===== src/rtl/paint_brush_ctrl_pkg.sv =====
// paint_pkg: shared types and constants for the paint brush controller.
//   state_t       - controller mode (IDLE, STAMP, CLEAR)
//   BG_COLOR      - colour written by erase and by screen clear
//   brush_radius  - half-width R of an odd square brush of side BRUSH
package paint_pkg;

   typedef enum logic [1:0] {
      IDLE  = 2'd0,
      STAMP = 2'd1,
      CLEAR = 2'd2
   } state_t;

   localparam int BG_COLOR = 0;

   function automatic int brush_radius(input int brush);
      return (brush - 1) / 2;
   endfunction

endpackage


===== src/rtl/paint_brush_ctrl_if.sv =====
// paint_brush_ctrl_if: mouse-side inputs and framebuffer-side write port of
// the paint brush controller.
//   mouse_x/mouse_y, button_left/button_right, color_in, clear_req : to controller
//   fb_x/fb_y/fb_color/fb_write : pixel write strobe to the framebuffer
//   busy, clear_done            : status from controller
// master = stimulus / mouse side, slave = the controller.
interface paint_brush_ctrl_if #(
   parameter int X_W     = 11,
   parameter int Y_W     = 11,
   parameter int COLOR_W = 1
);
   logic [X_W-1:0]     mouse_x;
   logic [Y_W-1:0]     mouse_y;
   logic               button_left;
   logic               button_right;
   logic [COLOR_W-1:0] color_in;
   logic               clear_req;
   logic [X_W-1:0]     fb_x;
   logic [Y_W-1:0]     fb_y;
   logic [COLOR_W-1:0] fb_color;
   logic               fb_write;
   logic               busy;
   logic               clear_done;

   modport master (
      output mouse_x, mouse_y, button_left, button_right, color_in, clear_req,
      input  fb_x, fb_y, fb_color, fb_write, busy, clear_done
   );

   modport slave (
      input  mouse_x, mouse_y, button_left, button_right, color_in, clear_req,
      output fb_x, fb_y, fb_color, fb_write, busy, clear_done
   );
endinterface


===== src/rtl/paint_brush_ctrl_xy_scan.sv =====
// xy_scan: nested x/y raster counter over signed ranges.
//   clk, rst       - clock, synchronous active-high reset
//   load           - restart at (x_start, y_start) and capture the ranges
//   step           - advance x; on x_end wrap x to x_start and advance y
//   x, y           - current position (signed)
//   last           - current position is (x_end, y_end)
module xy_scan #(
   parameter int X_W = 11,
   parameter int Y_W = 11
) (
   input  logic                clk,
   input  logic                rst,
   input  logic                load,
   input  logic                step,
   input  logic signed [X_W:0] x_start,
   input  logic signed [X_W:0] x_end,
   input  logic signed [Y_W:0] y_start,
   input  logic signed [Y_W:0] y_end,
   output logic signed [X_W:0] x,
   output logic signed [Y_W:0] y,
   output logic                last
);
   logic signed [X_W:0] x_lo;
   logic signed [X_W:0] x_hi;
   logic signed [Y_W:0] y_hi;

   always_ff @(posedge clk) begin
      if (rst) begin
         x    <= '0;
         y    <= '0;
         x_lo <= '0;
         x_hi <= '0;
         y_hi <= '0;
      end else if (load) begin
         x    <= x_start;
         y    <= y_start;
         x_lo <= x_start;
         x_hi <= x_end;
         y_hi <= y_end;
      end else if (step) begin
         if (x == x_hi) begin
            x <= x_lo;
            y <= y + (Y_W+1)'(1);
         end else begin
            x <= x + (X_W+1)'(1);
         end
      end
   end

   assign last = (x == x_hi) && (y == y_hi);
endmodule


===== src/rtl/paint_brush_ctrl.sv =====
// paint_brush_ctrl: turns mouse position/buttons into single-pixel
// framebuffer writes, stamping a BRUSH x BRUSH square around the cursor, and
// sweeps the whole screen with colour 0 on clear_req.
//   CLOCK_50  - clock
//   reset     - synchronous active-high reset
//   bus       - slave side of paint_brush_ctrl_if (mouse in, fb writes out)
// Build option: define PAINT_ERASE_EN to let button_right stamp colour 0;
// without it button_right is ignored.
module paint_brush_ctrl
   import paint_pkg::*;
#(
   parameter int X_W      = 11,
   parameter int Y_W      = 11,
   parameter int SCREEN_W = 640,
   parameter int SCREEN_H = 480,
   parameter int BRUSH    = 3,
   parameter int COLOR_W  = 1
) (
   input logic               CLOCK_50,
   input logic               reset,
   paint_brush_ctrl_if.slave bus
);
   localparam int R = brush_radius(BRUSH);
   localparam logic signed [X_W:0] DX_LO = (X_W+1)'(-R);
   localparam logic signed [X_W:0] DX_HI = (X_W+1)'(R);
   localparam logic signed [Y_W:0] DY_LO = (Y_W+1)'(-R);
   localparam logic signed [Y_W:0] DY_HI = (Y_W+1)'(R);
   localparam logic signed [X_W:0] SX_HI = (X_W+1)'(SCREEN_W - 1);
   localparam logic signed [Y_W:0] SY_HI = (Y_W+1)'(SCREEN_H - 1);
   localparam logic signed [X_W:0] X_LIM = (X_W+1)'(SCREEN_W);
   localparam logic signed [Y_W:0] Y_LIM = (Y_W+1)'(SCREEN_H);

   state_t              state, state_nxt;
   logic                pend;
   logic                btn_q;
   logic                last_vld;
   logic [X_W-1:0]      last_x, cx;
   logic [Y_W-1:0]      last_y, cy;
   logic [COLOR_W-1:0]  col;
   logic                act, trig, moved;
   logic [COLOR_W-1:0]  act_col;

   logic                sc_load, sc_step, sc_last;
   logic signed [X_W:0] ld_xs, ld_xe, sc_x, px;
   logic signed [Y_W:0] ld_ys, ld_ye, sc_y, py;
   logic                in_range;

   logic [X_W-1:0]      fb_x_r;
   logic [Y_W-1:0]      fb_y_r;
   logic [COLOR_W-1:0]  fb_color_r;
   logic                fb_write_r, busy_r, done_r, in_clr;

   xy_scan #(.X_W(X_W), .Y_W(Y_W)) u_scan (
      .clk(CLOCK_50), .rst(reset), .load(sc_load), .step(sc_step),
      .x_start(ld_xs), .x_end(ld_xe), .y_start(ld_ys), .y_end(ld_ye),
      .x(sc_x), .y(sc_y), .last(sc_last)
   );

`ifdef PAINT_ERASE_EN
   // Left wins when both buttons are down.
   assign act     = bus.button_left | bus.button_right;
   assign act_col = bus.button_left ? bus.color_in : COLOR_W'(BG_COLOR);
`else
   logic right_unused;
   assign right_unused = bus.button_right;
   assign act          = bus.button_left;
   assign act_col      = bus.color_in;
`endif

   // An invalid record (after reset or clear) counts as "moved".
   assign moved = !last_vld || (bus.mouse_x != last_x) || (bus.mouse_y != last_y);
   assign trig  = act && (!btn_q || moved);

   // Offsets are added in X_W+1/Y_W+1 signed; anything negative or beyond the
   // screen is clipped, so an overflow past the top of the range also clips.
   assign px       = $signed({1'b0, cx}) + sc_x;
   assign py       = $signed({1'b0, cy}) + sc_y;
   assign in_range = !px[X_W] && !py[Y_W] && (px < X_LIM) && (py < Y_LIM);

   always_ff @(posedge CLOCK_50) begin
      if (reset) state <= IDLE;
      else       state <= state_nxt;
   end

   always_comb begin
      state_nxt = state;
      sc_load   = 1'b0;
      sc_step   = 1'b0;
      ld_xs     = DX_LO;
      ld_xe     = DX_HI;
      ld_ys     = DY_LO;
      ld_ye     = DY_HI;
      case (state)
         IDLE: begin
            if (pend || bus.clear_req) begin
               state_nxt = CLEAR;
               sc_load   = 1'b1;
               ld_xs     = '0;
               ld_xe     = SX_HI;
               ld_ys     = '0;
               ld_ye     = SY_HI;
            end else if (trig) begin
               state_nxt = STAMP;
               sc_load   = 1'b1;
            end
         end
         STAMP, CLEAR: begin
            if (sc_last) state_nxt = IDLE;
            else         sc_step   = 1'b1;
         end
         default: state_nxt = IDLE;
      endcase
   end

   // Control: pending clear, button history, last-stamped record.
   always_ff @(posedge CLOCK_50) begin
      if (reset) begin
         pend     <= 1'b0;
         btn_q    <= 1'b0;
         last_vld <= 1'b0;
      end else begin
         btn_q <= act;
         if (state == IDLE && state_nxt == CLEAR)
            pend <= 1'b0;
         else if (state != IDLE && bus.clear_req)
            pend <= 1'b1;
         if (state == STAMP && sc_last)
            last_vld <= 1'b1;
         else if (state == CLEAR && sc_last)
            last_vld <= 1'b0;
      end
   end

   // Stamp centre/colour and last centre carry no reset.
   always_ff @(posedge CLOCK_50) begin
      if (state == IDLE && state_nxt == STAMP) begin
         cx  <= bus.mouse_x;
         cy  <= bus.mouse_y;
         col <= act_col;
      end
      if (state == STAMP && sc_last) begin
         last_x <= cx;
         last_y <= cy;
      end
   end

   // Registered write port; busy/clear_done trail the state by one cycle so
   // they line up with the writes they describe.
   always_ff @(posedge CLOCK_50) begin
      if (reset) begin
         fb_x_r     <= '0;
         fb_y_r     <= '0;
         fb_color_r <= '0;
         fb_write_r <= 1'b0;
         busy_r     <= 1'b0;
         done_r     <= 1'b0;
         in_clr     <= 1'b0;
      end else begin
         fb_write_r <= 1'b0;
         busy_r     <= (state != IDLE);
         in_clr     <= (state == CLEAR);
         done_r     <= in_clr && (state == IDLE);
         if (state == STAMP && in_range) begin
            fb_x_r     <= px[X_W-1:0];
            fb_y_r     <= py[Y_W-1:0];
            fb_color_r <= col;
            fb_write_r <= 1'b1;
         end else if (state == CLEAR) begin
            fb_x_r     <= sc_x[X_W-1:0];
            fb_y_r     <= sc_y[Y_W-1:0];
            fb_color_r <= COLOR_W'(BG_COLOR);
            fb_write_r <= 1'b1;
         end
      end
   end

   assign bus.fb_x       = fb_x_r;
   assign bus.fb_y       = fb_y_r;
   assign bus.fb_color   = fb_color_r;
   assign bus.fb_write   = fb_write_r;
   assign bus.busy       = busy_r;
   assign bus.clear_done = done_r;
endmodule


===== src/flat_wrapper.sv =====
// flat-port wrapper written by rule: the top's interface ports become plain ports
module paint_brush_ctrl_flat import paint_pkg::*;
#(
   parameter int X_W      = 11,
   parameter int Y_W      = 11,
   parameter int SCREEN_W = 640,
   parameter int SCREEN_H = 480,
   parameter int BRUSH    = 3,
   parameter int COLOR_W  = 1
)
  (CLOCK_50, reset, bus_mouse_x, bus_mouse_y, bus_button_left, bus_button_right, bus_color_in, bus_clear_req, bus_fb_x, bus_fb_y, bus_fb_color, bus_fb_write, bus_busy, bus_clear_done);
  paint_brush_ctrl_if #(.X_W(X_W), .Y_W(Y_W), .COLOR_W(COLOR_W)) bus_i ();
  input logic CLOCK_50;
  input logic reset;
  input wire logic [$bits(bus_i.mouse_x)-1:0] bus_mouse_x;
  input wire logic [$bits(bus_i.mouse_y)-1:0] bus_mouse_y;
  input wire logic [$bits(bus_i.button_left)-1:0] bus_button_left;
  input wire logic [$bits(bus_i.button_right)-1:0] bus_button_right;
  input wire logic [$bits(bus_i.color_in)-1:0] bus_color_in;
  input wire logic [$bits(bus_i.clear_req)-1:0] bus_clear_req;
  output wire logic [$bits(bus_i.fb_x)-1:0] bus_fb_x;
  output wire logic [$bits(bus_i.fb_y)-1:0] bus_fb_y;
  output wire logic [$bits(bus_i.fb_color)-1:0] bus_fb_color;
  output wire logic [$bits(bus_i.fb_write)-1:0] bus_fb_write;
  output wire logic [$bits(bus_i.busy)-1:0] bus_busy;
  output wire logic [$bits(bus_i.clear_done)-1:0] bus_clear_done;
  assign bus_i.mouse_x = bus_mouse_x;
  assign bus_i.mouse_y = bus_mouse_y;
  assign bus_i.button_left = bus_button_left;
  assign bus_i.button_right = bus_button_right;
  assign bus_i.color_in = bus_color_in;
  assign bus_i.clear_req = bus_clear_req;
  assign bus_fb_x = bus_i.fb_x;
  assign bus_fb_y = bus_i.fb_y;
  assign bus_fb_color = bus_i.fb_color;
  assign bus_fb_write = bus_i.fb_write;
  assign bus_busy = bus_i.busy;
  assign bus_clear_done = bus_i.clear_done;
  paint_brush_ctrl #(.X_W(X_W), .Y_W(Y_W), .SCREEN_W(SCREEN_W), .SCREEN_H(SCREEN_H), .BRUSH(BRUSH), .COLOR_W(COLOR_W)) u_core (.CLOCK_50(CLOCK_50), .reset(reset), .bus(bus_i));
endmodule

===== config.mk =====
export PLATFORM = sky130hd
export DESIGN_NAME = paint_brush_ctrl_flat
export DESIGN_NICKNAME = d
export VERILOG_FILES = /design/src/rtl/paint_brush_ctrl_pkg.sv /design/src/rtl/paint_brush_ctrl_if.sv /design/src/rtl/paint_brush_ctrl_xy_scan.sv /design/src/rtl/paint_brush_ctrl.sv /design/src/flat_wrapper.sv
export SDC_FILE = /design/constraint.sdc
export NUM_CORES = 1
export LEC_CHECK = 0
export BUFFER_PORTS_ARGS = -buffer_cell sky130_fd_sc_hd__buf_2
export CAP_MARGIN = 20
export CORE_ASPECT_RATIO = 1.5
export CORE_MARGIN = 5
export CORE_UTILIZATION = 60
export CTS_CLUSTER_DIAMETER = 120
export CTS_CLUSTER_SIZE = 24
export DETAILED_ROUTE_END_ITERATION = 6
export PLACE_DENSITY_LB_ADDON = 0.05
export SETUP_SLACK_MARGIN = 0.05
export SYNTH_ARGS = -nofsm -noshare
export SYNTH_HDL_FRONTEND = slang
export SYNTH_SLANG_ARGS = --single-unit
export TNS_END_PERCENT = 1

===== constraint.sdc =====
create_clock -name CLOCK_50 -period 9.4 [get_ports CLOCK_50]
set_input_delay 0.47 -clock CLOCK_50 [delete_from_list [all_inputs] [get_ports CLOCK_50]]
set_output_delay 0.47 -clock CLOCK_50 [all_outputs]
set_load 0.05 [all_outputs]

=== Yosys cells after proc, flatten, opt, wreduce, memory -nomap -nowiden ===
Index checks and enable logic that the tools add are counted.

* Flip-flop bits (word level): 137
* Bits of input ports: 28
* Output and inout port bits: 26
* Word-level logic and storage cells: 95

* Add/subtract/negate cells: 4
* $lt $le $gt $ge: 2
* Equal/unequal tests: 8
* Muxes and demuxes: 31
* Reduce and logical (&&, ||, !) cells: 29

{| class="wikitable"
|+ Operator list
! operator !! count
|-
| $mux W12 || 10
|-
| $mux W11 || 4
|-
| $add A12 B12 Y12 || 2
|-
| $add A12 B2 Y12 const B || 2
|-
| $eq A12 B12 Y1 || 2
|-
| $ne A11 B11 Y1 || 2
|-
| $logic_and A1 B1 Y1 || 12
|-
| $lt A12 B10 Y1 const B || 1
|-
| $lt A12 B11 Y1 const B || 1
|-
| $mux W1 || 11
|-
| $mux W10 || 1
|-
| $reduce_bool A2 Y1 || 5
|-
| $mux W9 || 1
|-
| $mux W2 || 3
|-
| $eq A2 B1 Y1 const B || 2
|-
| $eq A2 B2 Y1 const B || 2
|-
| $logic_not A1 Y1 || 4
|-
| $logic_or A1 B1 Y1 || 4
|-
| $pmux W2 S2 || 1
|-
| $reduce_or A2 Y1 || 2
|-
| $logic_not A2 Y1 || 1
|-
| $reduce_and A2 Y1 || 1
|}

=== Longest topological paths before layout ===
* Depth after elaboration: 11
* Mapped depth: 11
* Gate-level depth less buffers: 9

=== Modules after synthesis ===
Synthesis repeated with hierarchy kept, for this count alone.

* Cell total of the unflattened synthesis: 744
* Area total of the unflattened synthesis: 7454.6 µm²

{| class="wikitable"
|+ By module, submodules not included
! module !! times used !! cells each !! area each (µm²) !! seq. area each (µm²)
|-
| paint_brush_ctrl || 1 || 371 || 4235.3 || 1991.9
|-
| xy_scan || 1 || 373 || 3219.3 || 1201.2
|}

=== Least setup slack after synthesis ===
OpenSTA, ideal clock, no wires.

* Kind: reg-to-reg
* Start: register u_core.u_scan.y[2]
* End: register u_core.col, enable pin
* Library setup time: 529 ps
* Data arrival time: 5278 ps
* Data required time: 8871 ps
* Path slack: 3593 ps
* Stages on the path, launching flop included: 9
* Buffers on the path: 1
* Clock period less this slack: 5807 ps
* Cells stage by stage: dfxtp_1 > clkbuf_1 > or4_1 > nor2_1 > o211a_1 > a21oi_1 > a21oi_1 > nor2_1 > a2111oi_0

* Longest elaborated chain between the ends: 6

{| class="wikitable"
|+ RTL lines
! item !! line !! text
|-
| from (decl) || paint_brush_ctrl_xy_scan.sv:20 || <nowiki>output logic signed [Y_W:0] y,</nowiki>
|-
| from (signal assigned) || paint_brush_ctrl_xy_scan.sv:36 || <nowiki>y <= y_start;</nowiki>
|-
| from (signal assigned) || paint_brush_ctrl_xy_scan.sv:43 || <nowiki>y <= y + (Y_W+1)'(1);</nowiki>
|-
| $eq A12 B12 Y1 || paint_brush_ctrl_xy_scan.sv:50 || <nowiki>assign last = (x == x_hi) && (y == y_hi);</nowiki>
|-
| $logic_and A1 B1 Y1 || paint_brush_ctrl_xy_scan.sv:50 ||
|-
| $mux W2 || paint_brush_ctrl.sv:108 || <nowiki>if (sc_last) state_nxt = IDLE;</nowiki>
|-
| $pmux W2 S2 || paint_brush_ctrl.sv:93 || <nowiki>case (state)</nowiki>
|-
| $eq A2 B1 Y1 || paint_brush_ctrl.sv:136 || <nowiki>if (state == IDLE && state_nxt == STAMP) begin</nowiki>
|-
| $logic_and A1 B1 Y1 || paint_brush_ctrl.sv:136 ||
|-
| to (signal assigned) || paint_brush_ctrl.sv:139 || <nowiki>col <= act_col;</nowiki>
|-
| to (decl) || paint_brush_ctrl.sv:39 || <nowiki>logic [COLOR_W-1:0] col;</nowiki>
|}

No other way between the ends.
A chain may end at the register's enable or synchronous reset.

=== Worst setup path in the final report ===
* Start: register u_core.u_scan.x[0]
* End: register u_core.fb_x_r[7] (netlist: u_core.bus.fb_x[7])

* Longest elaborated chain between the ends: 7
* Elaborated cells on any way between the ends: 9
* Classes of those cells: add/sub (1); order compare (1); mux (1); reduce/logical (6)

{| class="wikitable"
|+ RTL lines
! item !! line !! text
|-
| from (decl) || paint_brush_ctrl_xy_scan.sv:19 || <nowiki>output logic signed [X_W:0] x,</nowiki>
|-
| from (signal assigned) || paint_brush_ctrl_xy_scan.sv:35 || <nowiki>x <= x_start;</nowiki>
|-
| from (signal assigned) || paint_brush_ctrl_xy_scan.sv:42 || <nowiki>x <= x_lo;</nowiki>
|-
| from (signal assigned) || paint_brush_ctrl_xy_scan.sv:45 || <nowiki>x <= x + (X_W+1)'(1);</nowiki>
|-
| $add A12 B12 Y12 (*) || paint_brush_ctrl.sv:76 || <nowiki>assign px = $signed({1'b0, cx}) + sc_x;</nowiki>
|-
| parallel branches: the longest is 6 deep, another holds $lt A12 B11 Y1 || - ||
|-
| to (signal assigned) || paint_brush_ctrl.sv:164 || <nowiki>fb_x_r <= px[X_W-1:0];</nowiki>
|-
| to (signal assigned) || paint_brush_ctrl.sv:169 || <nowiki>fb_x_r <= sc_x[X_W-1:0];</nowiki>
|-
| to (decl) || paint_brush_ctrl.sv:48 || <nowiki>logic [X_W-1:0] fb_x_r;</nowiki>
|}

Every way passes the cells marked *.

==> flow_metrics.env <==
export IMPL_yosys_area_top_type_share=0.2309
export IMPL_drt_iter0_markers=302
export IMPL_critPathLaunchType="flop"
export IMPL_maxSlewHeadroom=0.3106
export IMPL_dp_slack_ps=5766
export IMPL_nNetsFinal=687
export IMPL_vias_per_cell=6.546
export IMPL_slew_viol_final=0
export IMPL_cp_cell_sequence="ha_1 > fa_1 > a21o_1 > a221oi_2 > o21bai_1 > mux2_2 > nand4_1 > nor3_4 > mux2i_1"
export IMPL_powerDensity_mw_per_mm2=211.2
export IMPL_cts_sinks=104
export IMPL_utilization=0.6688
export IMPL_final_hold_violation_count=0
export IMPL_cts_tree="done"
export IMPL_final_cell_area_mm2=0.006444
export IMPL_via_count=4903
export IMPL_ys_flop_type="dfxtp_1"
export IMPL_criticalPathCategory="reg -> reg"
export IMPL_insertion_delay_ps=350
export IMPL_diodes=0
export IMPL_dieArea_mm2=0.01187
export IMPL_synth_edff_count=45
export IMPL_crit_fanout=19
export IMPL_p_switching_mw=0.4737
export IMPL_hold_path_class="in -> reg"
export IMPL_p_seq_frac=0.416
export IMPL_setup_viol=0
export IMPL_drive_gt1_frac=0.1735
export IMPL_core_mm2=0.009634
export IMPL_htree_levels=3
export IMPL_status="completed"
export IMPL_finalWeightedCongestion=0.9444
export IMPL_antenna_left=0
export IMPL_postCtsSetupBuffers=0
export IMPL_internal_power_mw=0.8873
export IMPL_first_pass_iters=5
export IMPL_syn_inst=593
export IMPL_syn_nets=651
export IMPL_fmax_ghz=0.2700
export IMPL_p_sw_frac=0.3480
export IMPL_async_reset_ff_frac=0
export IMPL_p_leak_nw=2.504
export IMPL_cts_buffers=9
export IMPL_setup_slack_ps=5696
export IMPL_cts_clk_slew_worst_paths_ps=70
export IMPL_grt_pass1_vias=4784
export IMPL_io_pins=54
export IMPL_dpl_cell_area_mm2=0.006103
export IMPL_wire_per_inst_um=20.58
export IMPL_tightestPinTransition_ps=1031
export IMPL_grt_overflow=0
export IMPL_synth_seq_cells=104
export IMPL_required_ps=9680
export IMPL_start_util=0.6075
export IMPL_tns_ps=0
export IMPL_die_w_um=90.65
export IMPL_std_cell_rows=44
export IMPL_root_buffer="clkbuf_16"
export IMPL_cpMaxStageDelayCell="nor3_4"
export IMPL_grt_max_degree=38
export IMPL_end_kind="flop"
export IMPL_max_vdd_ir_drop_v=0.0001226
export IMPL_fin_crit_sh=0.3940
export IMPL_die_h_um=131.0
export IMPL_areaGrowthSynthToFinish_pct=10.09
export IMPL_grt_pass1_wl_um=24640
export IMPL_syn_avg_cell_area_um2=9.870
export IMPL_ys_top_cells_by_area="edfxtp_1 23%, dfxtp_1 20%, ha_1 6.0%"
export IMPL_grt_usage=0.2623
export IMPL_cp_arrival_ps=3980
export IMPL_p_comb_frac=0.293
export IMPL_antenna_found_initial=0
export IMPL_yosys_warnings=0
export IMPL_dp_hpwl_um=10870
export IMPL_fin_crit_ps=3704
export IMPL_cts_resized=0
export IMPL_seq_area_frac_synth=0.4327
export IMPL_routed_wl_um=15420
export IMPL_portBuffers=52
export IMPL_rsz0062_at_grt="no"
export IMPL_drcViolationCount=0
export IMPL_slowest_delay_ps=900
export IMPL_max_cap_violations=0
export IMPL_yosys_area_top_type="edfxtp_1"
export IMPL_finalClockSkew_ps=8.876
export IMPL_syn_area_mm2=0.005853
export IMPL_synth_distinct_cells=71
export IMPL_hold_buffers=0
export IMPL_pwr_share_clk=0.290
export IMPL_cts_max_path_buffers=2
-- power groups by stage --
stage	Combinational, mW	Sequential, mW	Clock [mW]
detailed placement	0.388	0.574	0
floorplan	0.305	0.565	0
global route	0.438	0.569	0.419
global placement	0.377	0.574	0
finish	0.399	0.567	0.395
CTS	0.393	0.565	0.398
-- Yosys cell counts (3+ instances only) --
master,count
or2b_1,3
buf_2,3
and3_1,9
clkbuf_8,3
o21ai_1,3
nand2b_1,4
nand3_1,11
mux2i_1,8
a311oi_1,3
nand4_1,11
nor3_1,28
nor2b_1,3
nand2_1,36
xor2_1,29
a21o_1,10
clkbuf_1,18
o21a_1,6
dfxtp_1,59
edfxtp_1,45
a31oi_1,19
ha_1,28
inv_1,15
o211ai_1,5
nor4_1,15
a211oi_1,19
xnor2_1,9
o21ai_0,33
nor2_1,38
or2_2,3
a21oi_1,39
mux2_2,20
-- placed cells by master (no fill, tap or decap), types with 19 or more instances in the layout --
master	count
a211oi_1	19
a21oi_1	39
a31oi_1	19
buf_2	52
dfxtp_1	59
edfxtp_1	45
ha_1	28
mux2_2	20
nand2_1	36
nor2_1	38
nor3_1	28
o21ai_0	33
xor2_1	29
-- registers in the layout, summed over array words and instances, names as in the netlist, 2 cells and up --
| register | cells |
|---|---|
| u_core.bus.fb_x | 11 |
| u_core.bus.fb_y | 11 |
| u_core.cx | 11 |
| u_core.cy | 11 |
| u_core.last_x | 11 |
| u_core.last_y | 11 |
| u_core.state | 2 |
| u_core.u_scan.x | 12 |
| u_core.u_scan.y | 12 |
| u_core.u_scan.y_hi | 2 |
-- area by class of cell --
cell class	instances	area, um2
tap	115	143.9
multi-input combinational	443	3095
inverter	15	56.30
clock buffer	12	236.5
fill	804	3191
timing repair buffer	56	310.3
sequential	104	2532
clock inverter	4	68.82
-- final timing paths --
path / from / end / slack, ps / cells after the start
min: bus_color_in / u_core.col / 310 / 1
max: u_core.u_scan.x[0] / u_core.bus.fb_x[7] / 5700 / 9
min reg2reg: u_core.cy[3] / u_core.last_y[3] / 460 / 0
max reg2reg: u_core.u_scan.x[0] / u_core.bus.fb_x[7] / 5700 / 9
-- worst max-delay path, delay by kind of cell, from the launching register on --
| family | cells | cell delay [ps] |
|---|---|---|
| AND/OR/NAND/NOR | 2 | 1200 |
| AO/OA/AOI/OAI | 3 | 710 |
| multiplexers | 2 | 540 |
| flip-flops | 1 | 400 |
| adder cells (fa/ha/maj) | 2 | 770 |
-- per-stage QoR --
step                      power, mW  std cells  hold WS [ps]
after global routing          1.427        749         303.5
after global placement       0.9504        731         454.0
after detailed placement     0.9624        731         443.7
after floorplan              0.8700        593         430.7
after CTS                     1.356        747         303.8
final                         1.361        749         306.0
-- logic make-up after synthesis --
logic type | count (synthesis) | share of synthesized area
DFF | 104 | 0.4327
xor gates and xnor gates | 38 | 0.05686
AOI/OAI and AO/OA | 166 | 0.1864
adders and majority gates | 30 | 0.06670
buffers and inverters | 46 | 0.03954
and+or+nand+nor | 181 | 0.1657
muxes | 28 | 0.05216
-- metal layers --
| layer | global-route usage | wire, um |
|---|---|---|
| met1 | 0.3042 | 6173 |
| met5 | 0 | 0 |
| met2 | 0.4720 | 7959 |
| met3 | 0.03780 | 736 |
| met4 | 0.1315 | 546 |
Note: power is estimated with default switching activity, not from simulation.
